===== src/rtl/stage_sequencer_if.sv =====
// RAM port between the stage sequencer (master) and the memory (slave).
interface stage_sequencer_if #(
  parameter int DATA_WIDTH = 32,
  parameter int ADDR_WIDTH = 32
);
  logic                  mem_req_o;
  logic                  mem_we_o;
  logic [ADDR_WIDTH-1:0] mem_addr_o;
  logic                  mem_ready_i;
  logic [DATA_WIDTH-1:0] mem_data_i;

  modport master (
    output mem_req_o,
    output mem_we_o,
    output mem_addr_o,
    input  mem_ready_i,
    input  mem_data_i
  );

  modport slave (
    input  mem_req_o,
    input  mem_we_o,
    input  mem_addr_o,
    output mem_ready_i,
    output mem_data_i
  );
endinterface


===== src/rtl/stage_sequencer.sv =====
// Multi-cycle fetch/decode/execute/memory/write-back sequencer owning the single RAM port,
// with bus timeout, debug halt/single-step and a retired-instruction counter.
module stage_sequencer #(
  parameter int DATA_WIDTH = 32,
  parameter int ADDR_WIDTH = 32,
  parameter int TIMEOUT    = 15,
  parameter int CNT_WIDTH  = 16
) (
  input  logic                  clk,
  input  logic                  reset,
  stage_sequencer_if.master     mem,
  input  logic [ADDR_WIDTH-1:0] pc_i,
  input  logic [DATA_WIDTH-1:0] y_i,
  input  logic                  is_load_i,
  input  logic                  is_store_i,
  output logic [DATA_WIDTH-1:0] ir_o,
  output logic [2:0]            stage_o,
  output logic                  readin_a_o,
  output logic                  readin_b_o,
  output logic                  readin_pass_o,
  output logic                  wd_q_o,
  output logic                  pc_readin_o,
  input  logic                  halt_req_i,
  input  logic                  step_i,
  output logic                  halted_o,
  output logic                  bus_err_o,
  output logic [CNT_WIDTH-1:0]  retired_o
);

  localparam int WAIT_W = (TIMEOUT > 0) ? $clog2(TIMEOUT + 2) : 1;

  typedef enum logic [2:0] {
    ST_FETCH     = 3'd0,
    ST_DECODE    = 3'd1,
    ST_EXECUTE   = 3'd2,
    ST_MEMORY    = 3'd3,
    ST_WRITEBACK = 3'd4,
    ST_HALT      = 3'd5,
    ST_ERROR     = 3'd6
  } state_t;

  state_t                state_r;
  state_t                state_next_s;
  logic [WAIT_W-1:0]     wait_cnt_r;
  logic [DATA_WIDTH-1:0] ir_r;
  logic [CNT_WIDTH-1:0]  retired_r;
  logic                  bus_err_r;
  logic                  step_r;
  logic                  req_s;
  logic                  timeout_s;

  assign req_s     = (state_r == ST_FETCH) || (state_r == ST_MEMORY);
  assign timeout_s = (TIMEOUT > 0) && req_s && !mem.mem_ready_i &&
                     (wait_cnt_r == WAIT_W'(TIMEOUT));

  // Next-state logic; an instruction is only ever left at a stage boundary.
  always_comb begin
    state_next_s = state_r;
    case (state_r)
      ST_FETCH: begin
        if (timeout_s) begin
          state_next_s = ST_ERROR;
        end else if (mem.mem_ready_i) begin
          state_next_s = ST_DECODE;
        end else begin
          state_next_s = ST_FETCH;
        end
      end
      ST_DECODE: state_next_s = ST_EXECUTE;
      ST_EXECUTE: begin
        if (is_load_i || is_store_i) begin
          state_next_s = ST_MEMORY;
        end else begin
          state_next_s = ST_WRITEBACK;
        end
      end
      ST_MEMORY: begin
        if (timeout_s) begin
          state_next_s = ST_ERROR;
        end else if (mem.mem_ready_i) begin
          state_next_s = ST_WRITEBACK;
        end else begin
          state_next_s = ST_MEMORY;
        end
      end
      ST_WRITEBACK: begin
        if (halt_req_i || step_r) begin
          state_next_s = ST_HALT;
        end else begin
          state_next_s = ST_FETCH;
        end
      end
      ST_HALT: begin
        if (!halt_req_i || step_i) begin
          state_next_s = ST_FETCH;
        end else begin
          state_next_s = ST_HALT;
        end
      end
      ST_ERROR: state_next_s = ST_ERROR;
      default:  state_next_s = ST_ERROR;
    endcase
  end

  // State, instruction register, wait counter, error flag, retire counter and step flag.
  always_ff @(posedge clk or negedge reset) begin
    if (!reset) begin
      state_r    <= ST_FETCH;
      ir_r       <= '0;
      wait_cnt_r <= '0;
      retired_r  <= '0;
      bus_err_r  <= 1'b0;
      step_r     <= 1'b0;
    end else begin
      state_r <= state_next_s;
      if ((state_r == ST_FETCH) && mem.mem_ready_i) begin
        ir_r <= mem.mem_data_i;
      end
      // Counter is zero outside request states, so it is clear on entry to FETCH/MEMORY.
      if (req_s && !mem.mem_ready_i) begin
        wait_cnt_r <= wait_cnt_r + WAIT_W'(1);
      end else begin
        wait_cnt_r <= '0;
      end
      if (timeout_s) begin
        bus_err_r <= 1'b1;
      end
      if (state_r == ST_WRITEBACK) begin
        retired_r <= retired_r + CNT_WIDTH'(1);
        step_r    <= 1'b0;
      end else if ((state_r == ST_HALT) && halt_req_i && step_i) begin
        step_r <= 1'b1;
      end
    end
  end

  // Moore output decode; RAM request is also gated by reset so it drops without a clock.
  always_comb begin
    mem.mem_req_o    = 1'b0;
    mem.mem_we_o     = 1'b0;
    mem.mem_addr_o   = '0;
    readin_a_o       = 1'b0;
    readin_b_o       = 1'b0;
    readin_pass_o    = 1'b0;
    wd_q_o           = 1'b0;
    pc_readin_o      = 1'b0;
    halted_o         = 1'b0;
    case (state_r)
      ST_FETCH: begin
        mem.mem_req_o  = reset;
        mem.mem_addr_o = pc_i;
      end
      ST_DECODE: begin
        readin_a_o    = 1'b1;
        readin_b_o    = 1'b1;
        readin_pass_o = 1'b1;
      end
      ST_MEMORY: begin
        mem.mem_req_o  = reset;
        mem.mem_we_o   = reset && is_store_i;
        mem.mem_addr_o = y_i[ADDR_WIDTH-1:0];
      end
      ST_WRITEBACK: begin
        pc_readin_o = 1'b1;
        wd_q_o      = !is_store_i;
      end
      ST_HALT:  halted_o = 1'b1;
      default:  halted_o = 1'b0;
    endcase
  end

  assign stage_o   = state_r;
  assign ir_o      = ir_r;
  assign retired_o = retired_r;
  assign bus_err_o = bus_err_r;

endmodule


===== src/flat_wrapper.sv =====
// flat-port wrapper written by rule: the top's interface ports become plain ports
module stage_sequencer_flat 
#(
  parameter int DATA_WIDTH = 32,
  parameter int ADDR_WIDTH = 32,
  parameter int TIMEOUT    = 15,
  parameter int CNT_WIDTH  = 16
)
  (clk, reset, pc_i, y_i, is_load_i, is_store_i, ir_o, stage_o, readin_a_o, readin_b_o, readin_pass_o, wd_q_o, pc_readin_o, halt_req_i, step_i, halted_o, bus_err_o, retired_o, mem_mem_req_o, mem_mem_we_o, mem_mem_addr_o, mem_mem_ready_i, mem_mem_data_i);
  stage_sequencer_if #(.DATA_WIDTH(DATA_WIDTH), .ADDR_WIDTH(ADDR_WIDTH)) mem_i ();
  input  logic clk;
  input  logic reset;
  input  logic [ADDR_WIDTH-1:0] pc_i;
  input  logic [DATA_WIDTH-1:0] y_i;
  input  logic is_load_i;
  input  logic is_store_i;
  output logic [DATA_WIDTH-1:0] ir_o;
  output logic [2:0] stage_o;
  output logic readin_a_o;
  output logic readin_b_o;
  output logic readin_pass_o;
  output logic wd_q_o;
  output logic pc_readin_o;
  input  logic halt_req_i;
  input  logic step_i;
  output logic halted_o;
  output logic bus_err_o;
  output logic [CNT_WIDTH-1:0] retired_o;
  output wire logic [$bits(mem_i.mem_req_o)-1:0] mem_mem_req_o;
  output wire logic [$bits(mem_i.mem_we_o)-1:0] mem_mem_we_o;
  output wire logic [$bits(mem_i.mem_addr_o)-1:0] mem_mem_addr_o;
  input wire logic [$bits(mem_i.mem_ready_i)-1:0] mem_mem_ready_i;
  input wire logic [$bits(mem_i.mem_data_i)-1:0] mem_mem_data_i;
  assign mem_mem_req_o = mem_i.mem_req_o;
  assign mem_mem_we_o = mem_i.mem_we_o;
  assign mem_mem_addr_o = mem_i.mem_addr_o;
  assign mem_i.mem_ready_i = mem_mem_ready_i;
  assign mem_i.mem_data_i = mem_mem_data_i;
  stage_sequencer #(.DATA_WIDTH(DATA_WIDTH), .ADDR_WIDTH(ADDR_WIDTH), .TIMEOUT(TIMEOUT), .CNT_WIDTH(CNT_WIDTH)) u_core (.clk(clk), .reset(reset), .mem(mem_i), .pc_i(pc_i), .y_i(y_i), .is_load_i(is_load_i), .is_store_i(is_store_i), .ir_o(ir_o), .stage_o(stage_o), .readin_a_o(readin_a_o), .readin_b_o(readin_b_o), .readin_pass_o(readin_pass_o), .wd_q_o(wd_q_o), .pc_readin_o(pc_readin_o), .halt_req_i(halt_req_i), .step_i(step_i), .halted_o(halted_o), .bus_err_o(bus_err_o), .retired_o(retired_o));
endmodule

===== config.mk =====
export PLATFORM = sky130hd
export DESIGN_NAME = stage_sequencer_flat
export DESIGN_NICKNAME = d
export VERILOG_FILES = /design/src/rtl/stage_sequencer_if.sv /design/src/rtl/stage_sequencer.sv /design/src/flat_wrapper.sv
export SDC_FILE = /design/constraint.sdc
export NUM_CORES = 1
export LEC_CHECK = 0
export ABC_AREA = 1
export BUFFER_PORTS_ARGS = -buffer_cell sky130_fd_sc_hd__buf_2
export CORE_MARGIN = 1.5
export CORE_UTILIZATION = 45
export DETAILED_ROUTE_END_ITERATION = 8
export PLACE_DENSITY = 0.95
export SYNTH_ARGS = -nofsm -noshare
export SYNTH_HDL_FRONTEND = slang
export SYNTH_SLANG_ARGS = --single-unit

===== constraint.sdc =====
create_clock -name clk -period 4.41 [get_ports clk]
set_clock_uncertainty 0.15 [all_clocks]
set_input_delay 0.441 -clock clk [delete_from_list [all_inputs] [get_ports clk]]
set_output_delay 0.441 -clock clk [all_outputs]
set_load 0.02 [all_outputs]

==> metrics.yaml <==
total_power_mw: 2.66
slew_headroom_pct: 51.4
initial_core_util_pct: 46.4
syn_inst: 342
fillers: 549
total_leakage_power_nw: 2.47
die_w_um: 83.9
end_kind: "output port"
boundaryPins: 195
startpoint_type: "flip-flop"
finalHoldViolCount: 0
stdcell_area_sq_mm: 0.00408
synth_top_area_cell: "dfrtp_1"
antenna_found_initial: 0
dr.pass1.iters: 4
htreeDepth: 3
grt_overflow: 0
synth_top_area_share_pct: 49.3
fin_crit_sh_pct: 58.8
grt_pass1_wl_um: 13900
crit_type: "flip-flop to output port"
grt_use_total_pct: 25.1
drive_gt1_share_pct: 41.3
clk_path_buf_depth: 2
crit_fanout: 34
synth_mux_area_share_pct: 0
nets: 640
cts_made_buffers: 9
setup_violations: 0
drc: 0
rows: 29
grt_pass1_vias: 2853
ys_seq_area_share_pct: 49.3
hold_class: "input port to asynchronous set/reset pin"
status: "finished, final reports clean"
num_vias: 3099
ys_ff_latch: 58
syn-num-nets: 448
seqCellArea_sq_mm: 0.00145
final_cell_mix: "buf_2, nand2_1, dfrtp_1"
ir_worst_vdd_mv: 0.417
dp_hpwl_um: 6920
critPathArrivalTime_ns: 2.00
yosys.area_share.simple_pct: 27.4
die_y_um: 83.9
synth_area_leaders: "dfrtp_1, nand2_1, a22o_1"
via_per_inst: 5.04
port_buffers: 194
drv_cap: 0
ctsHoldBuffers: 0
gp_congestion: 0.863
clock-sinks: 58
syn_area_sq_mm: 0.00295
cts_tree: "yes"
wl_per_cell_um: 14.5
maxSlewViolCount: 0
rsz0062_at_grt: "false"
synth-compound-area-share_pct: 11.4
synth.distinct_cells: 28
postCtsSetupBuffers: 0
die_area_sq_mm: 0.00704
coreArea_sq_mm: 0.00635
synth-adder-area-share_pct: 1.27
diodes: 0
mostFrequentLayoutCell: "buf_2"
synth_area_per_cell_sq_um: 8.61
place_area_sq_mm: 0.00391
critPathRequiredTime_ns: 3.82
clock_latency_ns: 0.33
yosysWarnings: 0
synth_xor_area_share_pct: 3.27
cts_resized: 0
ant_nets: 0
synth_top_family_by_area: "simple AND/OR/NAND/NOR gates"
tightestPinTransition_ns: 0.729
whs_ns: 0.0884
setup_ws_ns: 1.82
multi_input_area_sq_mm: 0.00128
drt_iter0_drc: 259
path_clk_slew_ns: 0.07
syn2layout_area_growth_pct: 38.4
rrSetupSlack_ns: 2.16
fin_crit_ns: 2.59
fin_tns_setup_ns: 0
root_buffer: "clkbuf_8"
grt_max_degree: 60
wl_um: 8900
fmax_mhz: 386
p_per_area_mw_per_mm2: 653
place_worst_setup_slack_ns: 2.14
==> final cells by class <==
cell class              count  share of cell area, %
repair buffers            195                   24.0
multi-input cells         243                   31.3
clock inverters             3                  0.368
well taps                  77                   2.36
clock buffers              12                   3.81
inverters                  27                   2.49
flip-flops and latches     58                   35.6
==> critical path, stage by stage, from the launching register on <==
cell and delay, ns:
dfrtp_1 0.49, inv_2 0.17, nand3_2 0.15, inv_2 0.45
a22o_1 0.25, buf_2 0.16
==> per-layer routing <==
layer	share of wire [%]	global-route usage, %	wire (um)	vias up
met4	2.0	9.24	178	0
met2	53	44.6	4760	153
met1	37	29.0	3320	1442
met3	7.2	6.43	640	18
li1	-	-	-	1486
met5	0	0	0	-
==> worst paths after layout <==
path,startpoint,to,cells past startpoint
setup / recovery,u_core.stage_o[2],mem_mem_addr_o[4],5
hold / removal,reset,u_core.retired_o[13],2
setup reg to reg,u_core.stage_o[0],u_core.ir_o[12],6
hold reg to reg,u_core.ir_o[31],u_core.ir_o[31],2
max in group asynchronous,reset,u_core.retired_o[3],2
min in group clk,mem_mem_data_i[5],u_core.ir_o[5],3
==> state kept, by name, summed over array words and instances, names as in the netlist <==
name,count
u_core.ir_o,32
u_core.retired_o,16
u_core.wait_cnt_r,5
u_core.stage_o,3
u_core.bus_err_o,1
u_core.step_r,1
==> cell usage after synthesis (all sizes together) <==
library cell / n
o21bai: 1
o21ai: 2
nor2: 22
nand2: 139
ha: 3
a31oi: 1
inv: 27
o22ai: 1
xor2: 6
a21oi: 3
nand4: 5
nor3: 5
dfrtp: 58
o211ai: 1
nor3b: 1
nand3b: 1
buf: 14
xnor2: 5
nand3: 15
a22o: 32
==> report_power, final <==
group / internal [mW] / switching (mW)
clock network: 0.229 / 0.199
registers: 0.710 / 0.143
logic: 0.466 / 0.911
==> cell families (layout without fill, tap and decap cells) <==
| kind of cell | count (synthesis) | in the layout |
|---|---|---|
| AO/OA/AOI/OAI | 41 | 41 |
| XOR/XNOR | 11 | 11 |
| adder cells (fa/ha/maj) | 3 | 3 |
| buffers and inverters | 41 | 237 |
| flip-flops | 58 | 58 |
| AND/OR/NAND/NOR | 188 | 188 |
==> through the flow <==
| stage | std cells | utilization (%) |
|---|---|---|
| 5_1_grt | 615 | 64.2 |
| 3_3_place_gp | 600 | 61.5 |
| 6_report | 615 | 64.2 |
| 2_1_floorplan | 342 | - |
| 4_1_cts | 615 | 64.2 |
| 3_5_place_dp | 600 | 61.5 |
Power figures use the tool's default switching activity.
